[src/rtl/wb_port_arbiter.sv]
// Writeback port arbiter: two 2-entry source queues (ALU, MEM) sharing one
// register-file write port. MEM wins ties unless the ALU head has waited MAX_WAIT cycles.
module wb_port_arbiter #(
    parameter int unsigned MAX_WAIT = 4
) (
    input  logic        clk,
    input  logic        rst,
    input  logic        alu_valid,
    input  logic [4:0]  alu_rd,
    input  logic [31:0] alu_result,
    output logic        alu_ready,
    input  logic        mem_valid,
    input  logic [4:0]  mem_rd,
    input  logic [31:0] mem_data,
    output logic        mem_ready,
    output logic        rf_we,
    output logic [4:0]  rf_rd,
    output logic [31:0] rf_wdata,
    output logic        wb_sel,
    output logic [15:0] conflict_cnt
);

    localparam logic [3:0] WAIT_LIMIT = 4'(MAX_WAIT);

    // queue entry layout: {rd[4:0], data[31:0]}
    logic [36:0] alu_q [2];
    logic [36:0] mem_q [2];
    logic        alu_wr_ptr, alu_rd_ptr;
    logic        mem_wr_ptr, mem_rd_ptr;
    logic [1:0]  alu_cnt, mem_cnt;
    logic [3:0]  alu_wait;

    logic        alu_head_v, mem_head_v;
    logic        alu_push, mem_push;
    logic        grant_alu, grant_mem;
    logic [36:0] alu_head, mem_head, grant_entry;

    always_comb begin
        alu_ready   = (alu_cnt < 2'd2) && !rst;
        mem_ready   = (mem_cnt < 2'd2) && !rst;
        alu_push    = alu_valid && alu_ready;
        mem_push    = mem_valid && mem_ready;
        alu_head_v  = (alu_cnt != 2'd0);
        mem_head_v  = (mem_cnt != 2'd0);
        alu_head    = alu_q[alu_rd_ptr];
        mem_head    = mem_q[mem_rd_ptr];
        grant_alu   = alu_head_v && (!mem_head_v || (alu_wait >= WAIT_LIMIT));
        grant_mem   = mem_head_v && !grant_alu;
        grant_entry = grant_alu ? alu_head : mem_head;
    end

    // storage carries no reset; occupancy is tracked by the counters alone
    always_ff @(posedge clk) begin
        if (alu_push) alu_q[alu_wr_ptr] <= {alu_rd, alu_result};
        if (mem_push) mem_q[mem_wr_ptr] <= {mem_rd, mem_data};
    end

    always_ff @(posedge clk) begin
        if (rst) begin
            alu_wr_ptr <= 1'b0;
            alu_rd_ptr <= 1'b0;
            alu_cnt    <= 2'd0;
            mem_wr_ptr <= 1'b0;
            mem_rd_ptr <= 1'b0;
            mem_cnt    <= 2'd0;
        end else begin
            if (alu_push)  alu_wr_ptr <= !alu_wr_ptr;
            if (grant_alu) alu_rd_ptr <= !alu_rd_ptr;
            if (mem_push)  mem_wr_ptr <= !mem_wr_ptr;
            if (grant_mem) mem_rd_ptr <= !mem_rd_ptr;
            alu_cnt <= alu_cnt + {1'b0, alu_push} - {1'b0, grant_alu};
            mem_cnt <= mem_cnt + {1'b0, mem_push} - {1'b0, grant_mem};
        end
    end

    always_ff @(posedge clk) begin
        if (rst) begin
            alu_wait     <= 4'd0;
            conflict_cnt <= 16'd0;
            rf_we        <= 1'b0;
            rf_rd        <= 5'd0;
            rf_wdata     <= 32'd0;
            wb_sel       <= 1'b0;
        end else begin
            if (!alu_head_v || grant_alu)
                alu_wait <= 4'd0;
            else if (alu_wait < WAIT_LIMIT)
                alu_wait <= alu_wait + 4'd1;

            if (alu_head_v && mem_head_v && (conflict_cnt != 16'hFFFF))
                conflict_cnt <= conflict_cnt + 16'd1;

            // x0 writes still drain the queue and update rd/data, but never strobe the RF
            if (grant_alu || grant_mem) begin
                rf_we    <= (grant_entry[36:32] != 5'd0);
                rf_rd    <= grant_entry[36:32];
                rf_wdata <= grant_entry[31:0];
                wb_sel   <= grant_mem;
            end else begin
                rf_we    <= 1'b0;
            end
        end
    end

endmodule
[config.mk]
export PLATFORM = sky130hd
export DESIGN_NAME = wb_port_arbiter
export DESIGN_NICKNAME = d
export VERILOG_FILES = /design/src/rtl/wb_port_arbiter.sv
export SDC_FILE = /design/constraint.sdc
export NUM_CORES = 1
export LEC_CHECK = 0
export CELL_PAD_IN_SITES_DETAIL_PLACEMENT = 1
export CELL_PAD_IN_SITES_GLOBAL_PLACEMENT = 2
export CORE_UTILIZATION = 37
export DETAILED_ROUTE_END_ITERATION = 8
export PLACE_DENSITY = 0.81
export SLEW_MARGIN = 30
export SYNTH_ARGS = -nofsm -noshare
export SYNTH_HDL_FRONTEND = slang
export SYNTH_SLANG_ARGS = --single-unit
[constraint.sdc]
create_clock -name clk -period 3.6 [get_ports clk]
set_clock_uncertainty 0.15 [all_clocks]
set_input_delay 0.72 -clock clk [delete_from_list [all_inputs] [get_ports clk]]
set_output_delay 0.72 -clock clk [all_outputs]
set_load 0.01 [all_outputs]
# == Yosys cells after proc, flatten, opt, wreduce, memory -nomap -nowiden ==
# Memories as Yosys holds them, arrays and structs flattened. A register that Yosys moved wholly into a read port is not among the register bits.
# Index checks and enable logic that the tools add are counted.
# totals
ff_bits,67
ram_bits,148
n_memories,2
latchBits,0
romBits,0
word_cells,59
inputBits,78
# memory_table
name,words,width,read_ports,rd_ports_with_merged_regs,wr,line,text
alu_q,2,37,1,1,1,26,logic [36:0] alu_q [2];
mem_q,2,37,1,1,1,27,logic [36:0] mem_q [2];
# classes
n_mul,0
n_lt_le_gt_ge,4
bitwise,1
div_mod_pow,0
reduce_logical,24
mux,9
n_eq_ne,1
add_sub_neg,6
shift,0
# ops
operator,count
$mux 37,1
$add 16x1->16 const B,1
$ne 16x16->1 const B,1
$logic_and 1x1->1,8
$logic_not 1->1,8
$mux 1,8
$reduce_bool 5->1,1
$add 2x1->2,2
$add 4x1->4 const B,1
$ge 4x3->1 const B,1
$lt 2x2->1 const B,2
$lt 4x3->1 const B,1
$reduce_bool 2->1,2
$reduce_or 2->1,2
$sub 2x1->2,2
$logic_or 1x1->1,3
$not 1->1,1

# == Longest topological paths before layout ==
# Gate-level depths: netlist of run 1.
# logic_depth
word_depth,9
mapped_depth,11
ltp_nobuf,8

# == Worst setup path before layout of run 1 ==
# No wires, ideal clock.
# synth_timing
kind,input-to-reg
start,in rst
end,"mem mem_q[0][0], enable pin"
setup_time_ns,0.431
t_arrival_ns,2.836
path_stages,4
required_time_ns,3.019
setup_slack_ns,0.183
cell_sequence,clkbuf_1 > nor2_1 > nand2_1 > nor2_1
# synth_via
elab_chain_cells,5
# synth_lines
element,line,text
start: declaration,7,"input logic rst,"
$logic_not 1->1,40,mem_ready = (mem_cnt < 2'd2) && !rst;
$logic_and 1x1->1,40,
via mem_ready,15,"output logic mem_ready,"
$logic_and 1x1->1,42,mem_push = mem_valid && mem_ready;
$mux 1,55,"if (mem_push) mem_q[mem_wr_ptr] <= {mem_rd, mem_data};"
$mux 1 (implied by the code),55,
end: declaration,27,
# The timed path passes the listed nets, and every way through them passes these cells.

# == Worst setup path after layout of run 1 ==
# layout_timing
start,in rst
end,out mem_ready
# layout_via
elab_chain_cells,2
# layout_lines
element,line
$logic_not 1->1,40
$logic_and 1x1->1,40
end: declaration,15
# No other way between the ends.

==> results.yml, run 1 <==
status:
  status: "finished clean"
timing:
  worst_pin_slew_ns: 0.760
  setup_ws_ns: 0.965
  fin_setup_tns_ns: 0
  holdWs_ns: 0.298
  max_freq_mhz: 379
  setup_viol: 0
  maxSlewViolCount: 0
  period_share_pct: 73.2
  post-route-min-period_ns: 2.64
  relSlewSlack_pct: 48.9
  rsz0062_at_grt: "no"
  hold_viol: 0
global_route:
  grt_use_total_pct: 18.2
  grt_max_degree: 58
  overflow: 0
  first_global_vias: 5754
  grt_pass1_wl_um: 31600
  antenna_found_initial: 1
route:
  finalWirelength_um: 20500
  ant_nets: 0
  drtIter0Drc: 296
  routedLengthMet1_um: 8340
  wl_met3_um: 1440
  num_vias: 5338
  wl_met2_um: 10400
  drt-wirelength-per-cell_um: 20.6
  via_per_inst: 5.36
  first_pass_iters: 5
  drc_errors: 0
  highest_layer: "met5"
synthesis:
  synth_area_mm2: 0.00830
  synth.distinct_cells: 45
  synth_edf_count: 148
  postSynthAreaPerCell_um2: 14.7
  mappedNetlistNets: 647
  synth_async_sr_flop_share_pct: 0
  synth_area_leader_cell: "edfxtp_1"
  ys.flop_type: "edfxtp_1"
  yosysWarnings: 0
  yosysSeqAreaShare_pct: 70.2
  yosys.area.top_type_share_pct: 53.6
  yosys-top-cells-area: "edfxtp_1, dfxtp_1, mux2_2"
  ys_ff_latch: 217
  syn_inst: 563
layout:
  n_antenna_cell: 0
  final_cell_mix: "edfxtp_1, clkdlybuf4s50_1, dfxtp_1"
  final_common_cell: "edfxtp_1"
  multi_input_area_mm2: 0.00232
  drive_above_1_share_pct: 17.2
  area_growth_pct: 30.2
  layout.nets: 781
  fillCellCount: 2173
  regArea_mm2: 0.00583
critical_path:
  startpoint_type: "input pin"
  path_cells: "buf_2 > nor2_1 > clkdlybuf4s50_1"
  crit_arrival_ns: 1.77
  required_ns: 2.73
  crit_start: "rst"
  cp_max_fo: 15
  criticalPathCategory: "in2out"
  r2r-start: "mem_cnt[1]"
  cp_slowest_cell: "clkdlybuf4s50_1"
  cp-end-kind: "output port"
  critical-path-max-stage-delay_ns: 0.59
pwr:
  power_density_mw_per_mm2: 748
  max-vdd-ir-drop_mv: 0.397
  leakage_nw: 3.58
  finalPower_mw: 8.08
die:
  core_area_mm2: 0.0219
  die_y_um: 152
  dieArea_mm2: 0.0230
  fp.dieW_um: 152
  ios: 135
  initial_utilization_pct: 37.9
  rows: 54
cts:
  cts_resized: 0
  tritoncts: "yes"
  cts-root-buf: "clkbuf_16"
  path_clk_slew_ns: 0.05
  clkSinkCount: 217
  cts_buffer_depth: 3
  ctsHoldBuffers: 0
  clock_latency_ns: 0.51
  post_cts_buffers: 0
  cts_made_buffers: 25
  htree_levels: 1
min_path:
  hp-start: "alu_wait[0]"
  hold_path.class: "reg2reg"
place:
  place_congestion: 0.801
  hpwl_um: 12900
  post-place-ws_ns: 0.876
  port_buffers: 134
run:
  maxCapViolCount: 0
[registers in the layout, indices dropped and copies added, names as in the netlist, 2 cells and up, named ones only]
register,flops
alu_cnt,2
alu_q,74
alu_wait,4
conflict_cnt,16
mem_cnt,2
mem_q,74
rf_rd,5
rf_wdata,32
[synthesized netlist by cell type, types with 7 or more instances]
cell      instances
edfxtp_1        148
dfxtp_1          69
mux2_2           61
nor2_1           39
o211ai_1         28
a21oi_1          26
a222oi_1         23
nand2_1          22
clkbuf_1         19
buf_2            16
mux2i_1          16
o31ai_1           7
or4_1             7
[cell families (layout without fill, tap and decap cells)]
| kind of cell | Yosys count | in the layout | synth area share, % |
|---|---|---|---|
| DFF | 217 | 217 | 70.2 |
| and+or+nand+nor | 111 | 111 | 6.62 |
| AOI/OAI and AO/OA | 101 | 101 | 8.96 |
| muxes | 77 | 77 | 10.2 |
| buffers and inverters | 42 | 194 | 2.19 |
| xor gates and xnor gates | 8 | 8 | 0.845 |
| adders and majority gates | 6 | 6 | 0.905 |
| other | 1 | 1 | 0.0452 |
[critical path: cells and delay by family]
family | cells | cell delay (ns)
AND/OR/NAND/NOR | 1 | 0.26
buffers and inverters | 2 | 0.79
[report_power, final]
group          total [mW]  switching (mW)  leakage (nW)  internal [mW]
Clock                2.65           0.997         0.416           1.65
Combinational        2.05            1.02          1.25           1.03
Sequential           3.38           0.357          1.92           3.02
[path summary, 6_finish.rpt]
kind | endpoint | slack, ns | cells past startpoint
worst max-delay path | mem_ready | 0.96 | 3
worst min-delay path | alu_wait[0] | 0.30 | 1
worst max register to register | rf_we | 1.06 | 5
worst min register to register | alu_wait[0] | 0.30 | 1
[cell type report]
cell class / instances / share of cell area (%)
repair buffers: 144 / 13.1
clock inverters: 17 / 2.04
inverters: 5 / 0.174
flip-flops and latches: 217 / 54.0
well taps: 280 / 3.24
clock buffers: 28 / 5.99
multi-input cells: 304 / 21.5
[metrics by stage]
step / instance area, µm² / utilization, % / cells
2_1_floorplan: 8300 / - / 563
3_3_place_gp: 9930 / 45.4 / 950
3_5_place_dp: 9930 / 45.4 / 950
4_1_cts: 10800 / 49.3 / 995
5_1_grt: 10800 / 49.4 / 995
6_report: 10800 / 49.4 / 995
[metal layers]
metal,global-route usage (%),up-vias
met2,32.3,169
met5,0,-
met1,21.9,2679
met3,4.61,30
li1,-,2458
met4,4.26,2
Note: power is estimated with default switching activity, not from simulation.
==> inputs of run 2 (changes only) <==
CORE_UTILIZATION = 34   (was 37)
PLACE_DENSITY = 0.78   (was 0.81)
clock period = 2.4 ns   (was 3.6 ns; I/O delays follow)
==> run 2 against run 1 <==
Effect of this change: global-route usage fell by 1.6 points; clock-buffer cell count rose by 5; first-iteration DRC count fell by 1.4%; sequential share of layout area fell by 0.94 points; worst setup slack got worse by 0.83 ns; combinational power rose by 68%; core utilization fell by 3.0 points; worst hold slack got worse by 0.016 ns; cell area rose by 1.7%.
==> results.yml, run 2 (synthesized netlist as in run 1, its figures left out) <==
status:
  status: "finished clean"
cts:
  clkSinkCount: 217
  cts-root-buf: "clkbuf_16"
  ctsHoldBuffers: 0
  path_clk_slew_ns: 0.06
  post_cts_buffers: 0
  htree_levels: 1
  cts_buffer_depth: 3
  tritoncts: "yes"
  cts_resized: 0
  cts_made_buffers: 24
  clock_latency_ns: 0.51
timing:
  post-route-min-period_ns: 2.27
  setup_viol: 0
  fin_setup_tns_ns: 0
  worst_pin_slew_ns: 0.576
  max_freq_mhz: 441
  maxSlewViolCount: 0
  rsz0062_at_grt: "no"
  hold_viol: 0
  period_share_pct: 94.5
  relSlewSlack_pct: 61.6
min_path:
  hold-path-cell-count: 1
  hold_path.class: "reg2reg"
layout:
  final_common_cell: "edfxtp_1"
  drive_above_1_share_pct: 19.3
  fin_cells: 1048
  final_util_pct: 46.4
  reg_top3: "alu_q x74, mem_q x74, rf_wdata x32"
  final_cell_mix: "edfxtp_1, clkdlybuf4s50_1, dfxtp_1"
  area_growth_pct: 32.4
  n_antenna_cell: 0
  layout.nets: 795
die:
  die_y_um: 158
  fp.dieW_um: 158
  core_area_mm2: 0.0237
  ios: 135
  initial_utilization_pct: 35.0
  rows: 56
  dieArea_mm2: 0.0250
critical_path:
  crit_arrival_ns: 1.64
  criticalPathCategory: "reg2out"
  startpoint_type: "flop"
  cp-end-kind: "output port"
  cp_max_fo: 5
  rr_worst_depth: 5
  required_ns: 1.77
global_route:
  antenna_found_initial: 1
  grt_pass1_wl_um: 31300
  grt_use_total_pct: 16.6
  overflow: 0
  first_global_vias: 5723
  grt_max_degree: 38
pwr:
  power_density_mw_per_mm2: 1090
  leakage_nw: 3.67
  max-vdd-ir-drop_mv: 0.529
place:
  place_congestion: 0.807
  hpwl_um: 13700
  dp.cells: 1004
  port_buffers: 134
route:
  drc_errors: 0
  ant_nets: 0
  drt-wirelength-per-cell_um: 19.5
  via_per_inst: 5.08
  drtIter0Drc: 292
  first_pass_iters: 5
  finalWirelength_um: 20500
  num_vias: 5324
run:
  maxCapViolCount: 0
-- run 2: cell types whose count changed in the layout (fill, tap and decap cells not counted), sizes merged --
cell and delta:
buf +15, clkbuf +5, bufinv -4, inv -2, clkdlybuf4s50 -1, dlymetal6s2s +1
-- run 2: worst max-delay path: stages (launching register included) --
cell,delay [ns]
dfxtp_1,0.37
nor2_2,0.20
clkdlybuf4s50_1,0.57
-- run 2: report_power, final --
part | leakage (nW) | total (mW) | internal (mW) | switching [mW]
Sequential | 1.92 | 4.89 | 4.52 | 0.365
Combinational | 1.35 | 3.45 | 1.71 | 1.74
Clock | 0.400 | 3.67 | 2.23 | 1.44
-- run 2: final timing paths --
kind,slack [ns],start,endpoint
min reg2reg,0.28,alu_wait[0],alu_wait[0]
max,0.13,alu_cnt[1],alu_ready
min,0.28,alu_wait[0],alu_wait[0]
max reg2reg,0.32,alu_cnt[1],rf_wdata[10]
-- run 2: cell type report --
class / count / area, µm²
clock inverter: 11 / 87.6
multi-input combinational: 304 / 2320
clock buffer: 33 / 728
fill: 2424 / 12700
timing repair buffer: 159 / 1600
inverter: 5 / 18.8
tap: 319 / 399
sequential: 217 / 5830
-- run 2: layer usage --
metal	GRT usage (%)	routed length (µm)
met5	0	0
met3	3.61	1220
met4	4.62	329
met2	28.9	10200
met1	20.6	8660
-- run 2: metrics by stage --
step                hold WS (ns)  power, mW  setup slack [ns]  cell area [µm²]
finish                     0.282       12.0             0.131            11000
global placement           0.268       8.30             0.174            10200
global route               0.315       12.6            0.0466            11000
detailed placement         0.274       8.44             0.117            10200
CTS                        0.282       12.2            0.0361            11000
floorplan                  0.258       6.86             0.182             8310
